--- src/rtl/multicycle_control.sv ---
// Multicycle MIPS control FSM: steps each instruction through fetch/decode/execute/memory/writeback and drives datapath strobes.
// Latency: R/addi 4, lw 5, sw 4, beq 3, j 3 cycles with mem_ready high; strobes are combinational from state and inputs.
// Backpressure: mem_ready low holds the memory states (bounded by TIMEOUT); stall freezes state and suppresses all write strobes.
module multicycle_control #(
    parameter int TIMEOUT = 16
) (
    input  logic       clk,
    input  logic       rst,
    input  logic [5:0] opcode,
    input  logic       zero,
    input  logic       mem_ready,
    input  logic       stall,
    output logic       pcwrite,
    output logic       irwrite,
    output logic       regwrite,
    output logic       memread,
    output logic       memwrite,
    output logic       iord,
    output logic       regdest,
    output logic       memtoreg,
    output logic       alusrc,
    output logic [1:0] aluop,
    output logic [1:0] pcsrc,
    output logic       instr_done,
    output logic       fault,
    output logic [1:0] fault_code,
    output logic [3:0] state
);

    // Counter must be able to hold TIMEOUT itself; a zero timeout still needs a legal 1-bit vector.
    localparam int CNT_W = (TIMEOUT > 0) ? $clog2(TIMEOUT + 1) : 1;
    localparam int LIM_I = (TIMEOUT > 0) ? TIMEOUT - 1 : 0;
    // The cycle in which the counter already holds TIMEOUT-1 is the TIMEOUT-th wait cycle.
    localparam logic [CNT_W-1:0] LIM = LIM_I[CNT_W-1:0];

    localparam logic [5:0] OP_R    = 6'h00;
    localparam logic [5:0] OP_ADDI = 6'h08;
    localparam logic [5:0] OP_LW   = 6'h23;
    localparam logic [5:0] OP_SW   = 6'h2B;
    localparam logic [5:0] OP_BEQ  = 6'h04;
    localparam logic [5:0] OP_J    = 6'h02;

    typedef enum logic [3:0] {
        S_FETCH  = 4'd0,
        S_DECODE = 4'd1,
        S_EXEC_R = 4'd2,
        S_EXEC_I = 4'd3,
        S_ADDR   = 4'd4,
        S_MEM_RD = 4'd5,
        S_MEM_WR = 4'd6,
        S_WB_R   = 4'd7,
        S_WB_I   = 4'd8,
        S_WB_MEM = 4'd9,
        S_BRANCH = 4'd10,
        S_JUMP   = 4'd11,
        S_FAULT  = 4'd15
    } state_t;

    state_t           cur;
    state_t           nxt;
    logic [CNT_W-1:0] cnt;
    logic [CNT_W-1:0] cnt_nx;
    logic [1:0]       code;
    logic [1:0]       code_nx;
    logic             waiting;
    logic             expired;

    // States that sit on the shared memory port and may wait for mem_ready.
    assign waiting = (cur == S_FETCH) || (cur == S_MEM_RD) || (cur == S_MEM_WR);
    // Limit reached with no completion this cycle; a late mem_ready still wins.
    assign expired = (TIMEOUT != 0) && waiting && !mem_ready && (cnt == LIM);

    // State, wait counter and sticky fault cause registers.
    always_ff @(posedge clk or posedge rst) begin
        if (rst) begin
            cur  <= S_FETCH;
            cnt  <= '0;
            code <= 2'b00;
        end else begin
            cur  <= nxt;
            cnt  <= cnt_nx;
            code <= code_nx;
        end
    end

    // Next state, next wait count and fault cause; everything holds while stalled.
    always_comb begin
        nxt     = cur;
        code_nx = code;
        cnt_nx  = cnt;
        if (!stall) begin
            case (cur)
                S_FETCH: begin
                    if (mem_ready) begin
                        nxt = S_DECODE;
                    end else if (expired) begin
                        nxt     = S_FAULT;
                        code_nx = 2'b10;
                    end
                end
                S_DECODE: begin
                    case (opcode)
                        OP_R:         nxt = S_EXEC_R;
                        OP_ADDI:      nxt = S_EXEC_I;
                        OP_LW, OP_SW: nxt = S_ADDR;
                        OP_BEQ:       nxt = S_BRANCH;
                        OP_J:         nxt = S_JUMP;
                        default: begin
                            nxt     = S_FAULT;
                            code_nx = 2'b01;
                        end
                    endcase
                end
                S_EXEC_R: nxt = S_WB_R;
                S_EXEC_I: nxt = S_WB_I;
                S_ADDR:   nxt = (opcode == OP_SW) ? S_MEM_WR : S_MEM_RD;
                S_MEM_RD: begin
                    if (mem_ready) begin
                        nxt = S_WB_MEM;
                    end else if (expired) begin
                        nxt     = S_FAULT;
                        code_nx = 2'b10;
                    end
                end
                S_MEM_WR: begin
                    if (mem_ready) begin
                        nxt = S_FETCH;
                    end else if (expired) begin
                        nxt     = S_FAULT;
                        code_nx = 2'b10;
                    end
                end
                S_WB_R, S_WB_I, S_WB_MEM, S_BRANCH, S_JUMP: nxt = S_FETCH;
                S_FAULT:  nxt = S_FAULT;
                default:  nxt = S_FETCH;
            endcase
            // Count only cycles that keep waiting in the same memory state; any change or completion clears.
            if ((TIMEOUT != 0) && waiting && !mem_ready && (nxt == cur)) begin
                cnt_nx = cnt + CNT_W'(1);
            end else begin
                cnt_nx = '0;
            end
        end
    end

    // Datapath strobes from the current state; stall kills writes, reset kills everything.
    always_comb begin
        pcwrite    = 1'b0;
        irwrite    = 1'b0;
        regwrite   = 1'b0;
        memread    = 1'b0;
        memwrite   = 1'b0;
        iord       = 1'b0;
        regdest    = 1'b0;
        memtoreg   = 1'b0;
        alusrc     = 1'b0;
        aluop      = 2'b00;
        pcsrc      = 2'b00;
        instr_done = 1'b0;
        fault      = 1'b0;
        fault_code = code;
        state      = cur;
        case (cur)
            S_FETCH: begin
                memread = 1'b1;
                if (mem_ready) begin
                    irwrite = 1'b1;
                    pcwrite = 1'b1;
                end
            end
            S_EXEC_R: aluop = 2'b10;
            S_EXEC_I: alusrc = 1'b1;
            S_ADDR:   alusrc = 1'b1;
            S_MEM_RD: begin
                memread = 1'b1;
                iord    = 1'b1;
            end
            S_MEM_WR: begin
                memwrite   = 1'b1;
                iord       = 1'b1;
                instr_done = mem_ready;
            end
            S_WB_R: begin
                regwrite   = 1'b1;
                regdest    = 1'b1;
                instr_done = 1'b1;
            end
            S_WB_I: begin
                regwrite   = 1'b1;
                instr_done = 1'b1;
            end
            S_WB_MEM: begin
                regwrite   = 1'b1;
                memtoreg   = 1'b1;
                instr_done = 1'b1;
            end
            S_BRANCH: begin
                aluop      = 2'b01;
                pcsrc      = 2'b01;
                pcwrite    = zero;
                instr_done = 1'b1;
            end
            S_JUMP: begin
                pcsrc      = 2'b10;
                pcwrite    = 1'b1;
                instr_done = 1'b1;
            end
            S_FAULT:  fault = 1'b1;
            default:  fault = 1'b0;
        endcase
        if (stall) begin
            pcwrite    = 1'b0;
            irwrite    = 1'b0;
            regwrite   = 1'b0;
            memwrite   = 1'b0;
            instr_done = 1'b0;
        end
        if (rst) begin
            pcwrite    = 1'b0;
            irwrite    = 1'b0;
            regwrite   = 1'b0;
            memread    = 1'b0;
            memwrite   = 1'b0;
            iord       = 1'b0;
            regdest    = 1'b0;
            memtoreg   = 1'b0;
            alusrc     = 1'b0;
            aluop      = 2'b00;
            pcsrc      = 2'b00;
            instr_done = 1'b0;
            fault      = 1'b0;
            fault_code = 2'b00;
            state      = 4'd0;
        end
    end

endmodule

--- config.mk ---
export PLATFORM = sky130hd
export DESIGN_NAME = multicycle_control
export DESIGN_NICKNAME = d
export VERILOG_FILES = /design/src/rtl/multicycle_control.sv
export SDC_FILE = /design/constraint.sdc
export NUM_CORES = 1
export LEC_CHECK = 0
export CAP_MARGIN = 20
export CORE_ASPECT_RATIO = 1.4
export CORE_MARGIN = 4
export CORE_UTILIZATION = 50
export CTS_CLUSTER_SIZE = 40
export DETAILED_ROUTE_END_ITERATION = 12
export PLACE_DENSITY = 0.86
export SYNTH_ARGS = -nofsm -noshare
export SYNTH_HDL_FRONTEND = slang
export SYNTH_SLANG_ARGS = --single-unit
--- constraint.sdc ---
create_clock -name clk -period 5 [get_ports clk]
set_input_delay 1 -clock clk [delete_from_list [all_inputs] [get_ports clk]]
set_output_delay 1 -clock clk [all_outputs]
set_load 0.02 [all_outputs]
==> results of run 1 <==
flip-flops by register name (all words and copies together), names as in the netlist:
register / flops
cnt: 5
code: 2
cur: 4
kinds of logic after synthesis:
family | after synthesis | share of synthesized area
XOR/XNOR | 1 | 0.00835
buffers and inverters | 20 | 0.0919
AO/OA/AOI/OAI | 44 | 0.303
flip-flops | 11 | 0.263
AND/OR/NAND/NOR | 65 | 0.310
adder cells (fa/ha/maj) | 2 | 0.0239
power breakdown:
| group | total, uW | internal (uW) | switching (uW) |
|---|---|---|---|
| Sequential | 183 | 114 | 69.2 |
| Combinational | 397 | 169 | 229 |
| Clock | 58.3 | 30.8 | 27.4 |
critical path, delay by kind of cell:
kind / cells / cell delay (ps)
AO/OA/AOI/OAI: 2 / 320
buffers and inverters: 3 / 1340
AND/OR/NAND/NOR: 1 / 140
per-stage QoR:
stage | worst slack (ps) | hold WS, ps | utilization | cell area (sq um)
2_1_floorplan | 1990 | 442 | - | 1050
3_3_place_gp | 1240 | 451 | 0.684 | 1350
3_5_place_dp | 1210 | 478 | 0.684 | 1350
4_1_cts | 1190 | 495 | 0.697 | 1380
5_1_grt | 1030 | 520 | 0.697 | 1380
6_report | 1190 | 493 | 0.697 | 1380
layer usage:
layer / global-route usage / vias to the layer above / share of wire
li1: - / 582 / -
met4: 0.0796 / 0 / 0.011
met3: 0.0231 / 6 / 0.085
met1: 0.268 / 553 / 0.37
met5: 0 / - / 0
met2: 0.362 / 65 / 0.53
cell usage after synthesis (3+ instances only):
cell / instances / area share
nor2_1: 19 / 0.068
nor3_1: 14 / 0.067
a21oi_1: 12 / 0.057
dfrtp_1: 11 / 0.26
inv_1: 9 / 0.032
nand2_1: 8 / 0.029
buf_2: 5 / 0.024
nand2b_1: 5 / 0.030
a21o_1: 3 / 0.021
a31oi_1: 3 / 0.018
and3_1: 3 / 0.018
nand3_1: 3 / 0.014
o21ai_0: 3 / 0.014
o21ai_1: 3 / 0.014
worst max path at each step:
stage | to | slack [ps]
after global routing | instr_done | 1030
final | instr_done | 1190
after floorplan | pcsrc[0] | 1990
after global placement | instr_done | 1240
after detailed placement | instr_done | 1210
after CTS | pcwrite | 1190
area by class of cell:
type / instances / area, sq um / share of cell area
tap: 21 / 26.3 / 0.0191
sequential: 11 / 275 / 0.200
multi-input combinational: 112 / 677 / 0.492
clock buffer: 4 / 26.3 / 0.0191
inverter: 10 / 37.5 / 0.0273
timing repair buffer: 34 / 333 / 0.242
==> flow_metrics.env, run 1 <==
export IMPL_status="completed"
export IMPL_start_util=0.531
export IMPL_drv_slew=0
export IMPL_fin_tns_setup_ps=0
export IMPL_antenna_found_initial=0
export IMPL_htree_levels=1
export IMPL_dpl_hpwl_um=2280
export IMPL_nets=185
export IMPL_synth_area_per_cell_sq_um=7.33
export IMPL_core_sq_um=1970
export IMPL_min_from="cnt[4]$_DFFE_PP0N_"
export IMPL_synth_edf_count=0
export IMPL_end_kind="primary output"
export IMPL_period_share=0.762
export IMPL_max_slew_worst_pin_slew_ps=551
export IMPL_dp_cells=188
export IMPL_crit_start="mem_ready"
export IMPL_viasPerCell=6.28
export IMPL_antenna_cells=0
export IMPL_p_total_uw=639
export IMPL_worstReg2RegEnd="cnt[2]$_DFFE_PP0N_"
export IMPL_required_ps=4000
export IMPL_syn_to_final_growth_pct=31.1
export IMPL_cts_root_buf="clkbuf_4"
export IMPL_drive_gt1_frac=0.0936
export IMPL_yosysSeqAreaShare=0.263
export IMPL_cts_sinks=11
export IMPL_cp_common_cell="clkdlybuf4s50_1"
export IMPL_p_leak_uw=0.000534
export IMPL_n_fill_cell=161
export IMPL_insertion_delay_ps=260
export IMPL_r2r_setup_slack_ps=3150
export IMPL_path_cells="clkdlybuf4s50_1 > inv_1 > a211oi_1 > a21oi_1 > nor3_1 > clkdlybuf4s50_1"
export IMPL_irDropWorstVdd_mv=0.323
export IMPL_critPathMaxFanout=7
export IMPL_yosys_warnings=0
export IMPL_num_io_pins=32
export IMPL_yosys_register_bits=11
export IMPL_crit_path_start_kind="input pin"
export IMPL_synth_net_count=156
export IMPL_clock_path_buffers=2
export IMPL_io_buffers=31
export IMPL_layout_commonest_cell="clkdlybuf4s50_1"
export IMPL_clk_pin_slew_ps=60
export IMPL_die_x_um=46.7
export IMPL_fp_row_count=19
export IMPL_avgRoutedWirePerCell_um=15.6
export IMPL_vias=1206
export IMPL_grt_max_degree=22
export IMPL_p_per_area_nw_per_um2=464
export IMPL_wirelength_um=2990
export IMPL_synthFlopType="dfrtp_1"
export IMPL_min_to="cnt[4]$_DFFE_PP0N_"
export IMPL_cap_viol_max_count=0
export IMPL_path_class="input pin to primary output"
export IMPL_slowest_delay_ps=630
export IMPL_cts_setup_buffers=0
export IMPL_syn_inst=143
export IMPL_yosysUniqueCellTypes=44
export IMPL_rsz0062_at_grt="no"
export IMPL_finalNonFillerCells=192
export IMPL_drc_errors=0
export IMPL_cts_buffers=3
export IMPL_grt_util_all_layers=0.215
export IMPL_max_freq_ghz=0.262
export IMPL_holdBufCountCts=0
export IMPL_die_h_um=62.2
export IMPL_initialDrtViolationCount=48
export IMPL_post_cts_resized=0
export IMPL_arrival_ps=2810
export IMPL_grt_ovfl_total=0
export IMPL_firstDrtPassIters=5
export IMPL_finalHoldViolCount=0
export IMPL_synth_area_sq_um=1050
export IMPL_holdPathStages=2
export IMPL_ff2ff_path_depth=6
export IMPL_setup_viol_count_final=0
export IMPL_cts_tree="built"
export IMPL_mostFrequentLayoutCells="31 x clkdlybuf4s50_1, 19 x nor2_1, 14 x nor3_1"
export IMPL_synthArstFlopShare=1.00
export IMPL_relSlewSlack=0.633
export IMPL_first_global_vias=1079
export IMPL_grt_pass1_wl_um=4830
export IMPL_period_minus_slack_ps=3810
export IMPL_timing_rr_start="cnt[0]$_DFFE_PP0N_"
export IMPL_slowest_stage="clkdlybuf4s50_1"
export IMPL_finalWeightedCongestion=0.853
export IMPL_die_area_sq_um=2900
export IMPL_finalClockSkew_ps=0.815
export IMPL_postRouteAntennaNets=0
export IMPL_hp_class="flip-flop to flip-flop"
Power figures use the tool's default switching activity.
==> run 2: changes to the inputs <==
- CORE_UTILIZATION: 50 -> 42
- PLACE_DENSITY: 0.86 -> 0.77
- clock period: 5 -> 3.4 ns (I/O delays scaled with it)
==> run 2 against run 1 <==
Flip-flop and latch count unchanged. First-iteration DRC count decreased by 54%. Sequential share of layout area decreased by 0.23 points. Register-to-register slack got worse by 1600 ps. Wire length decreased by 2.8%. Cell area increased by 1.2%. Non-clock buffer count unchanged. Utilization decreased by 11 points. Critical path type unchanged.
==> flow_metrics.env, run 2 (synthesis results as in run 1) <==
export IMPL_status="completed"
export IMPL_p_total_uw=939
export IMPL_postRouteAntennaNets=0
export IMPL_irDropWorstVdd_mv=0.486
export IMPL_dpl_hpwl_um=2210
export IMPL_max_freq_ghz=0.316
export IMPL_seqPwrFrac=0.286
export IMPL_slowest_stage="clkdlybuf4s50_1"
export IMPL_finalHoldViolCount=0
export IMPL_cp_common_cell="clkdlybuf4s50_1"
export IMPL_first_global_vias=1081
export IMPL_regArea_sq_um=275
export IMPL_period_minus_slack_ps=3170
export IMPL_vias=1172
export IMPL_grt_pass1_wl_um=4750
export IMPL_top_register="cnt"
export IMPL_comb_power_share=0.618
export IMPL_relSlewSlack=0.642
export IMPL_slowest_delay_ps=630
export IMPL_layout_commonest_cell="clkdlybuf4s50_1"
export IMPL_antenna_cells=0
export IMPL_required_ps=2720
export IMPL_grt_ovfl_total=0
export IMPL_power_switching_uw=478
export IMPL_swShare=0.509
export IMPL_largestRegisters="cnt x5, cur x4, code x2"
export IMPL_rsz0062_at_grt="no"
export IMPL_p_int_uw=461
export IMPL_die_area_sq_um=3370
export IMPL_p_per_area_nw_per_um2=675
export IMPL_syn_to_final_growth_pct=32.7
export IMPL_initialDrtViolationCount=22
export IMPL_critPathMaxFanout=7
export IMPL_grt_util_all_layers=0.180
export IMPL_firstDrtPassIters=4
export IMPL_avgRoutedWirePerCell_um=14.2
export IMPL_nets=185
export IMPL_num_io_pins=32
export IMPL_path_cells="clkdlybuf4s50_1 > inv_1 > a211oi_1 > a21oi_1 > nor3_1 > clkdlybuf4s50_1"
export IMPL_cts_tree="built"
export IMPL_fp_row_count=21
export IMPL_start_util=0.439
export IMPL_clk_pin_slew_ps=60
export IMPL_finalWeightedCongestion=0.922
export IMPL_wirelength_um=2910
export IMPL_hp_class="flip-flop to flip-flop"
export IMPL_r2r_setup_slack_ps=1540
export IMPL_viasPerCell=5.72
export IMPL_antenna_found_initial=0
export IMPL_finalClockSkew_ps=10.2
export IMPL_post_cts_resized=0
export IMPL_drive_gt1_frac=0.0936
export IMPL_fin_tns_setup_ps=0
export IMPL_cts_setup_buffers=0
export IMPL_drc_errors=0
export IMPL_crit_path_start_kind="input pin"
export IMPL_drv_slew=0
export IMPL_mostFrequentLayoutCells="31 x clkdlybuf4s50_1, 19 x nor2_1, 14 x nor3_1"
export IMPL_cp_num_buf_inv=3
export IMPL_cts_root_buf="clkbuf_4"
export IMPL_clock_path_buffers=2
export IMPL_largest_register_ffs=5
export IMPL_die_x_um=50.2
export IMPL_n_fill_cell=238
export IMPL_io_buffers=31
export IMPL_die_h_um=67.1
export IMPL_end_kind="primary output"
export IMPL_max_slew_worst_pin_slew_ps=537
export IMPL_insertion_delay_ps=270
export IMPL_p_leak_uw=0.000534
export IMPL_period_share=0.932
export IMPL_multi_input_area_sq_um=677
export IMPL_holdBufCountCts=0
export IMPL_setup_viol_count_final=0
export IMPL_arrival_ps=2490
export IMPL_grt_max_degree=22
export IMPL_cpLargestDelayFamily="buffers and inverters"
export IMPL_cap_viol_max_count=0
export IMPL_path_class="input pin to primary output"
export IMPL_cts_sinks=11
export IMPL_core_sq_um=2390
export IMPL_pwr_share_clk=0.096
export IMPL_cts_buffers=3
export IMPL_htree_levels=1
run 2: cell counts in the layout (fill, tap and decap cells not counted):
Identical to the previous run, type by type.
run 2: metrics by stage:
stage / cells / util / setup WS, ps / hold slack, ps / area, sq um
finish: 205 / 0.582 / 231 / 486 / 1390
global route: 205 / 0.582 / 126 / 527 / 1390
CTS: 205 / 0.582 / 260 / 500 / 1390
detailed placement: 201 / 0.571 / 261 / 483 / 1370
global placement: 201 / 0.571 / 291 / 452 / 1370
floorplan: 143 / - / 1030 / 442 / 1050
run 2: layout make-up:
| cell class | instances | area share |
|---|---|---|
| Inverter | 10 | 0.0270 |
| Timing Repair Buffer | 34 | 0.239 |
| Tap cell | 34 | 0.0306 |
| Multi-Input combinational cell | 112 | 0.487 |
| Clock buffer | 4 | 0.0189 |
| Sequential cell | 11 | 0.198 |
run 2: worst paths after layout:
path,from,cells past startpoint,to
max in group asynchronous,rst,3,cur[2]$_DFFE_PP0N_
worst max-delay path,mem_ready,6,instr_done
worst max register to register,cnt[0]$_DFFE_PP0N_,7,cur[0]$_DFFE_PP0N_
min in group asynchronous,rst,3,cnt[4]$_DFFE_PP0N_
worst min register to register,code[0]$_DFFE_PP0P_,1,code[0]$_DFFE_PP0P_
worst min-delay path,code[0]$_DFFE_PP0P_,1,code[0]$_DFFE_PP0P_
run 2: power by group through the flow:
stage	Clock [uW]	Combinational [uW]	Sequential [uW]
after floorplan	0	493	191
after global placement	0	567	267
after detailed placement	0	576	269
after CTS	93.4	578	266
after global routing	100	634	280
final	90.2	580	269
run 2: metal layers:
layer  up-vias  track usage  routed length [um]
met5         -            0                   0
met4         0        0.131                 132
met3        15       0.0112                 151
met2        39        0.310                1430
met1       541        0.207                1190
li1        577            -                   -
